--- src/rtl/obstacle_pkg.sv ---
// obstacle_pkg
//  Shared definitions for the obstacle controller: FSM state encoding,
//  screen geometry, sweep lengths and colours.
//  Sweep length N = OBS_W * (limit + 1). This is the number of pixels the
//  datapath covers in one pass, so its counters finish back at zero.
package obstacle_pkg;

  typedef enum logic [2:0] {
    IDLE,
    SPAWN,
    LD_FG,
    DRAW,
    WAIT,
    LD_BG,
    ERASE,
    MOVE
  } state_e;

  localparam logic [7:0] X_START = 8'd149;
  localparam logic [7:0] Y_TOP   = 8'd20;
  localparam logic [7:0] STEP    = 8'd2;

  localparam int OBS_W     = 11;
  localparam int LIM_SHORT = 30;
  localparam int LIM_MID   = 60;
  localparam int LIM_TALL  = 90;

  localparam logic [9:0] SWEEP_SHORT = 10'(OBS_W * (LIM_SHORT + 1));  // 341
  localparam logic [9:0] SWEEP_MID   = 10'(OBS_W * (LIM_MID + 1));    // 671
  localparam logic [9:0] SWEEP_TALL  = 10'(OBS_W * (LIM_TALL + 1));   // 1001

  localparam logic [2:0] FG_COLOUR = 3'b010;
  localparam logic [2:0] BG_COLOUR = 3'b000;

  // Final sweep-counter value for a given height code. The counter starts
  // at 0, so the last value is N-1.
  function automatic logic [9:0] sweep_last(input logic [3:0] h);
    logic [9:0] n;
    if (h < 4'd6)       n = SWEEP_SHORT;
    else if (h < 4'd11) n = SWEEP_MID;
    else                n = SWEEP_TALL;
    return n - 10'd1;
  endfunction

endpackage

--- src/rtl/frame_tick_gen.sv ---
// frame_tick_gen
//  Free-running frame divider. tick is high for one cycle when the count
//  reaches FRAME_DIV-1. The count then wraps to 0.
//  Ports:
//   clock  in  system clock
//   reset  in  synchronous active-high reset (count -> 0)
//   tick   out one-cycle frame strobe
module frame_tick_gen #(
  parameter int FRAME_DIV = 833333
) (
  input  logic clock,
  input  logic reset,
  output logic tick
);

  localparam int CW = (FRAME_DIV > 1) ? $clog2(FRAME_DIV) : 1;
  localparam logic [CW-1:0] LAST = CW'(FRAME_DIV - 1);

  logic [CW-1:0] count_q, count_d;

  assign tick = (count_q == LAST);

  always_comb begin
    count_d = tick ? '0 : count_q + CW'(1);
  end

  always_ff @(posedge clock) begin
    if (reset) count_q <= '0;
    else       count_q <= count_d;
  end

endmodule

--- src/rtl/obstacle_ctrl.sv ---
// obstacle_ctrl
//  Control FSM in front of the obstacle pixel datapath. It spawns an
//  obstacle at the right edge and latches a random height code. It draws
//  the obstacle, waits one frame, erases it, then steps it left. It
//  respawns once the obstacle has left the screen.
//  Optional feature macro: OBSTACLE_SPEEDUP_EN. When defined, every 8th
//  passed pulse raises the step by 1, up to a maximum of 7.
//  Ports:
//   clock      in   system clock
//   reset      in   synchronous active-high reset
//   start      in   level; leaves IDLE while high
//   random_in  in   [3:0] height code, sampled in SPAWN
//   x, y       out  [7:0] obstacle left column / top row
//   colour     out  [2:0] colour to datapath
//   ld_c       out  colour load strobe
//   enable     out  pixel-counter advance
//   plot       out  VGA write enable (same as enable)
//   height     out  [3:0] latched height code
//   passed     out  one-cycle pulse when the obstacle leaves the screen
//
//  state | meaning
//  IDLE  | wait for start
//  SPAWN | latch height, x back to right edge
//  LD_FG | load obstacle colour into datapath
//  DRAW  | sweep N pixels in obstacle colour
//  WAIT  | hold until frame tick
//  LD_BG | load background colour
//  ERASE | sweep N pixels in background colour
//  MOVE  | step left, or signal passed and respawn
module obstacle_ctrl
  import obstacle_pkg::*;
#(
  parameter int FRAME_DIV = 833333
) (
  input  logic       clock,
  input  logic       reset,
  input  logic       start,
  input  logic [3:0] random_in,
  output logic [7:0] x,
  output logic [7:0] y,
  output logic [2:0] colour,
  output logic       ld_c,
  output logic       enable,
  output logic       plot,
  output logic [3:0] height,
  output logic       passed
);

  state_e     state_q, state_d;
  logic [7:0] x_q, x_d;
  logic [3:0] height_q, height_d;
  logic [9:0] sweep_q, sweep_d;
  logic [7:0] step_w;
  logic       tick;

  frame_tick_gen #(.FRAME_DIV(FRAME_DIV)) u_tick (
    .clock (clock),
    .reset (reset),
    .tick  (tick)
  );

`ifdef OBSTACLE_SPEEDUP_EN
  logic [2:0] step_q, step_d;
  logic [2:0] pass_cnt_q, pass_cnt_d;

  always_comb begin
    step_d     = step_q;
    pass_cnt_d = pass_cnt_q;
    if (passed) begin
      pass_cnt_d = pass_cnt_q + 3'd1;
      if (pass_cnt_q == 3'd7 && step_q != 3'd7) step_d = step_q + 3'd1;
    end
  end

  always_ff @(posedge clock) begin
    if (reset) begin
      step_q     <= 3'(STEP);
      pass_cnt_q <= '0;
    end else begin
      step_q     <= step_d;
      pass_cnt_q <= pass_cnt_d;
    end
  end

  assign step_w = {5'd0, step_q};
`else
  assign step_w = STEP;
`endif

  always_comb begin
    state_d  = state_q;
    x_d      = x_q;
    height_d = height_q;
    sweep_d  = sweep_q;
    colour   = BG_COLOUR;
    ld_c     = 1'b0;
    enable   = 1'b0;
    passed   = 1'b0;
    case (state_q)
      IDLE: begin
        if (start) state_d = SPAWN;
      end
      SPAWN: begin
        height_d = random_in;
        x_d      = X_START;
        state_d  = LD_FG;
      end
      LD_FG: begin
        colour  = FG_COLOUR;
        ld_c    = 1'b1;
        sweep_d = '0;
        state_d = DRAW;
      end
      DRAW: begin
        colour = FG_COLOUR;
        enable = 1'b1;
        if (sweep_q == sweep_last(height_q)) state_d = WAIT;
        else                                 sweep_d = sweep_q + 10'd1;
      end
      WAIT: begin
        colour = FG_COLOUR;
        if (tick) state_d = LD_BG;
      end
      LD_BG: begin
        ld_c    = 1'b1;
        sweep_d = '0;
        state_d = ERASE;
      end
      ERASE: begin
        enable = 1'b1;
        if (sweep_q == sweep_last(height_q)) state_d = MOVE;
        else                                 sweep_d = sweep_q + 10'd1;
      end
      MOVE: begin
        // Subtracting would wrap past column 0, so the obstacle is treated
        // as having left the screen.
        if (x_q < step_w) begin
          passed  = 1'b1;
          state_d = SPAWN;
        end else begin
          x_d     = x_q - step_w;
          state_d = LD_FG;
        end
      end
      default: state_d = IDLE;
    endcase
  end

  always_ff @(posedge clock) begin
    if (reset) begin
      state_q  <= IDLE;
      x_q      <= X_START;
      height_q <= '0;
      sweep_q  <= '0;
    end else begin
      state_q  <= state_d;
      x_q      <= x_d;
      height_q <= height_d;
      sweep_q  <= sweep_d;
    end
  end

  assign plot   = enable;
  assign x      = x_q;
  assign y      = Y_TOP;
  assign height = height_q;

endmodule

--- config.mk ---
export PLATFORM = sky130hd
export DESIGN_NAME = obstacle_ctrl
export DESIGN_NICKNAME = d
export VERILOG_FILES = /design/src/rtl/obstacle_pkg.sv /design/src/rtl/frame_tick_gen.sv /design/src/rtl/obstacle_ctrl.sv
export SDC_FILE = /design/constraint.sdc
export NUM_CORES = 1
export LEC_CHECK = 0
export ABC_CLOCK_PERIOD_IN_PS = 1700
export CORE_MARGIN = 2
export CORE_UTILIZATION = 38
export CTS_BUF_LIST = sky130_fd_sc_hd__clkbuf_4 sky130_fd_sc_hd__clkbuf_8 sky130_fd_sc_hd__clkbuf_16
export CTS_CLUSTER_SIZE = 20
export DETAILED_ROUTE_END_ITERATION = 7
export HOLD_SLACK_MARGIN = 0.15
export SLEW_MARGIN = 5
export SYNTH_ARGS = -nofsm -noshare
export SYNTH_HDL_FRONTEND = slang
export SYNTH_SLANG_ARGS = --single-unit
--- constraint.sdc ---
create_clock -name clock -period 1.7 [get_ports clock]
set_input_delay 0.255 -clock clock [delete_from_list [all_inputs] [get_ports clock]]
set_output_delay 0.255 -clock clock [all_outputs]
set_load 0.005 [all_outputs]
[Word level (Yosys, flattened, before mapping)]
Cells that the tools add are included.
Storage, ports and cells
  flip-flop bits (word level): 45
  input port bits: 7
  output and inout port bits: 27
  word-level logic and storage cells: 60
Cells by class
  $add $sub $neg: 5
  order comparisons: 3
  equality and inequality tests: 17
  multiplexer cells: 20
  reduce and logical (&&, ||, !) cells: 10
Operators with widths (number)
  10-bit two-way mux: 5
  10-bit case mux with 3 select lines: 1
  3-bit case mux with 8 select lines: 1
  20-bit by 1-bit adder with 20-bit output (second input constant): 1
  10-bit equality test: 2
  20-bit equality test (second input constant): 1
  10-bit by 1-bit subtractor with 10-bit output (second input constant): 2
  8-bit case mux with 2 select lines: 1
  3-bit equality test (second input constant): 4
  3-bit two-way mux: 4
  2-bit != test (second input constant): 6
  10-bit by 1-bit adder with 10-bit output (second input constant): 1
  9-bit two-way mux: 1
  8-bit by 2-bit less-than comparator with 1-bit output (second input constant): 1
  8-bit two-way mux: 1
  8-bit by 2-bit subtractor with 8-bit output (second input constant): 1
  3-bit by 2-bit equality test with 1-bit output (second input constant): 2
  2-bit OR reduction: 3
  4-bit by 3-bit less-than comparator with 1-bit output (second input constant): 1
  4-bit less-than comparator (second input constant): 1
  1-bit two-way mux: 4
  2-bit two-way mux: 2
  4-bit AND reduction: 1
  3-bit by 1-bit equality test with 1-bit output (second input constant): 1
  other kinds (7): 7

[Logic depth before layout (Yosys ltp)]
Gate-level depths: netlist of the first run.
  depth in word-level cells: 8
  mapped depth: 7

[Modules after synthesis]
Synthesis of the first run repeated with hierarchy kept, for this count alone.
Unflattened totals
  cells, all modules: 298
  area total of the unflattened synthesis: 2561.2 µm²
By module, submodules not included
  obstacle_ctrl: times used 1, cells each 190, area each 1596.5 µm², seq. area each 500.5 µm²
  frame_tick_gen: times used 1, cells each 108, area each 964.7 µm², seq. area each 400.4 µm²

[Worst setup path after synthesis of the first run]
Ideal clock, no wire load.
  path type: reg-to-reg
  from: register u_tick.count_q[0]
  to: register u_tick.count_q[18]
  library setup time: 115 ps
  arrival time: 1629 ps
  data required time: 1585 ps
  setup slack: -44 ps
  stages on the path, launching flop included: 7
  buffers on the path: 0
  period minus slack after synthesis: 1744 ps
  cells stage by stage: dfxtp_1 > ha_1 > inv_1 > or4_1 > nor3_1 > xnor2_1 > nor2_1
On the way
  word-level cells in the longest chain between the ends: 2
Ends and longest elaborated chain
  start, declared: RTL line frame_tick_gen.sv:19  | logic [CW-1:0] count_q, count_d;
  start signal, assigned: RTL line frame_tick_gen.sv:29  | else count_q <= count_d;
  parallel branches: the longest is 2 deep, another holds 20-bit by 1-bit adder with 20-bit output
Several ways; the timed one is not identified.
A chain may end at the register's enable or synchronous reset.

[Final worst setup path of the first run]
  from: register u_tick.count_q[17]
  to: register u_tick.count_q[19]
Same word-level chain as after synthesis.

==> results of run 1 <==
==> layer usage <==
metal	vias to the layer above	part of all wire, %	GRT usage [%]
li1	1164	-	-
met2	42	50	28.45
met3	8	4.0	3.479
met4	0	1.2	6.408
met5	-	0	0
met1	1059	45	21.49
==> cell families (layout without fill, tap and decap cells) <==
family | count (synthesis) | after routing | synth area share [%]
DFF | 45 | 45 | 37.89
xor gates and xnor gates | 26 | 26 | 9.579
buffers and inverters | 33 | 102 | 8.000
other | 2 | 10 | 0.3159
AOI/OAI and AO/OA | 42 | 43 | 11.58
and+or+nand+nor | 134 | 137 | 28.42
adders and majority gates | 4 | 4 | 2.105
muxes | 5 | 5 | 2.105
==> worst paths after layout <==
path              depth (start not counted)                     startpoint                             to  slack [ns]
setup / recovery                          6  u_tick.count_q[17]$_SDFF_PP0_  u_tick.count_q[19]$_SDFF_PP0_       -0.14
hold / removal                            1              x[0]$_SDFFE_PP1P_              x[0]$_SDFFE_PP1P_        0.46
setup reg to reg                          6  u_tick.count_q[17]$_SDFF_PP0_  u_tick.count_q[19]$_SDFF_PP0_       -0.14
hold reg to reg                           1              x[0]$_SDFFE_PP1P_              x[0]$_SDFFE_PP1P_        0.46
==> where the power goes <==
part / switching [µW] / internal [µW] / leakage, µW / total (µW)
combinational: 152 / 156 / 0.000956 / 308
clock: 360 / 495 / 0.0000619 / 855
sequential: 26.2 / 1070 / 0.000369 / 1100
total: 538 / 1720 / 0.00139 / 2260
==> stage by stage <==
stage                     setup slack, ns  hold slack (ns)
after floorplan                  -0.02025           0.4022
after global placement           -0.07336           0.4264
after detailed placement          -0.1310           0.4373
after CTS                         -0.1173           0.4571
after global routing              -0.2076           0.4901
final                             -0.1417           0.4576
==> sequential cells by signal, summed over array words and instances (netlist names) <==
name            count
state_q             3
u_tick.count_q     20
height              4
x                   8
sweep_q            10
==> timing repair <==
action	in CTS	in global routing
endpoints found under the setup margin	36	38
cloned	4	0
gates resized for setup	48	27
setup buffers	10	5
pin swaps	13	25
hold endpoints to repair	0	0
==> layout make-up <==
cell class                 instances  area share [%]
multi-input combinational        225           46.40
sequential                        45           26.91
timing repair buffer              82           19.20
tap                               75           2.716
clock buffer                       7           2.608
inverter                          12           1.304
clock inverter                     1          0.8693
==> layout by cell type, fill, tap and decap left out, types with 6 or more instances in the layout <==
master,instances
a21oi_1,8
buf_4,59
clkbuf_8,6
clkdlybuf4s50_1,18
conb_1,10
dfxtp_1,34
dfxtp_4,6
inv_1,11
nand2_1,22
nand3_1,15
nand4_1,7
nor2_1,39
nor3_1,7
xnor2_1,14
xor2_1,11
==> out/results.txt, run 1 <==
Root Driver -> clkbuf_8
Count leader, synth -> dfxtp_1
Clock Path Buffers -> 2
Setup TNS -> -2.897 ns
Number of buffers and inverters on the critical path -> 1
Syn Inst Count -> 291
Reg clk slew, reported paths -> 0.08 ns
GR Overflow Total -> 0
Maxcap violations -> 0
Delay-heaviest family, CP -> simple AND/OR/NAND/NOR gates
Post-synth top area cell -> dfxtp_1
Clock Skew -> 0.002285 ns
Setup violators final -> 25
Layout cell share with drive strength beyond 1 -> 33.87%
DRC -> 0
CP endpoint kind -> flip-flop
Total power -> 2259 µW
First-pass GRT wire length -> 9749 µm
Largest net degree at the start of global routing -> 15
Async SR Flop Fraction -> 0%
Mean post-synth cell area -> 8.169 µm²
Reg area -> 929.6 µm²
Chip Width -> 83.10 µm
Ranking of synthesized cells by area -> dfxtp_1, nor2_1, xnor2_1, xor2_1, nand2_1
Global-route usage over all layers -> 16.99%
Worst vdd ir -> 0.4946 mV
Critical path cell sequence -> or4b_4 -> or3_4 -> nor3_4 -> buf_4 -> or2_4 -> nor2_1
CP max FO -> 5
Cell area after layout -> 3455 µm²
Core Rows -> 28
Period utilization -> 108.3%
DR vias/cell -> 5.085
CTS tree -> done
Post-synth top area share -> 37.89%
RSZ-0062 raised after global routing -> yes
Critical path required time -> 1.90 ns
Chip Height -> 83.10 µm
Syn Std Cell Area -> 2377 µm²
Setup CP Type -> flip-flop to flip-flop
Arrival time worst endpoint -> 2.04 ns
Multi-input logic area -> 1603 µm²
Initial Util -> 39.68%
Cell Count Post-Placement -> 423
Min Tclk post-route -> 1.842 ns
Worst Slack Setup Final -> -0.1417 ns
Maximum clock frequency -> 0.5430 GHz
Worst Hold Class -> flip-flop to flip-flop
Final Max Tran Viols -> 0
Wire per inst -> 13.04 µm
Worst-Skew Late Latency -> 0.30 ns
Fin cells -> 447
Crit path max-delay cell type -> or4b_4
Nets -> 382
Synth Flop Type -> dfxtp_1
Final Hold Fails -> 0
Power Density -> 653.9 nW/µm²
Largest stage delay, worst path -> 0.53 ns
Initial drt markers -> 176
Status -> complete, but fails checks
Fillers -> 534
Initial antenna violation count -> 0
EDFF count, synth -> 0
Max H-tree Level -> 2
IO buf count -> 23
Static leakage -> 0.001387 µW
Total length of routed wires -> 5828 µm
Startpoint Class -> flip-flop
Vias -> 2273
Cts-stage hold buffer count -> 0
Core footprint -> 5991 µm²
Synthesized flop and latch total -> 45
Final GP Congestion -> 0.7755
Die area -> 6905 µm²
Dpl hpwl -> 3803 µm
Post-synthesis sequential area ratio -> 37.89%
Area grow syn2layout -> 45.32%
Fin util -> 57.67%
Post-DP Area -> 2944 µm²
Synth cell count leaders -> dfxtp_1, nor2_1, nand2_1
Yosys warns -> 0
Unique masters post-synth -> 46
N_diodes -> 0
Violated checks -> setup timing
DRT Pass-1 Iters -> 4
Num CTS Buffers -> 5
Number of global-route vias before repair -> 2164
Clock Sinks -> 45
I/O pin cnt -> 34
Final antenna-violating net count -> 0
Power figures use the tool's default switching activity.
==> inputs of run 2 (changes only) <==
--- a/config.mk
+++ b/config.mk
@@ -5,7 +5,6 @@
 export SDC_FILE = /design/constraint.sdc
 export NUM_CORES = 1
 export LEC_CHECK = 0
-export ABC_CLOCK_PERIOD_IN_PS = 1700
 export CORE_MARGIN = 2
 export CORE_UTILIZATION = 38
 export CTS_BUF_LIST = sky130_fd_sc_hd__clkbuf_4 sky130_fd_sc_hd__clkbuf_8 sky130_fd_sc_hd__clkbuf_16
==> results of run 2 <==
Same layout as run 1: the final DEF is identical, and so are final timing and power.
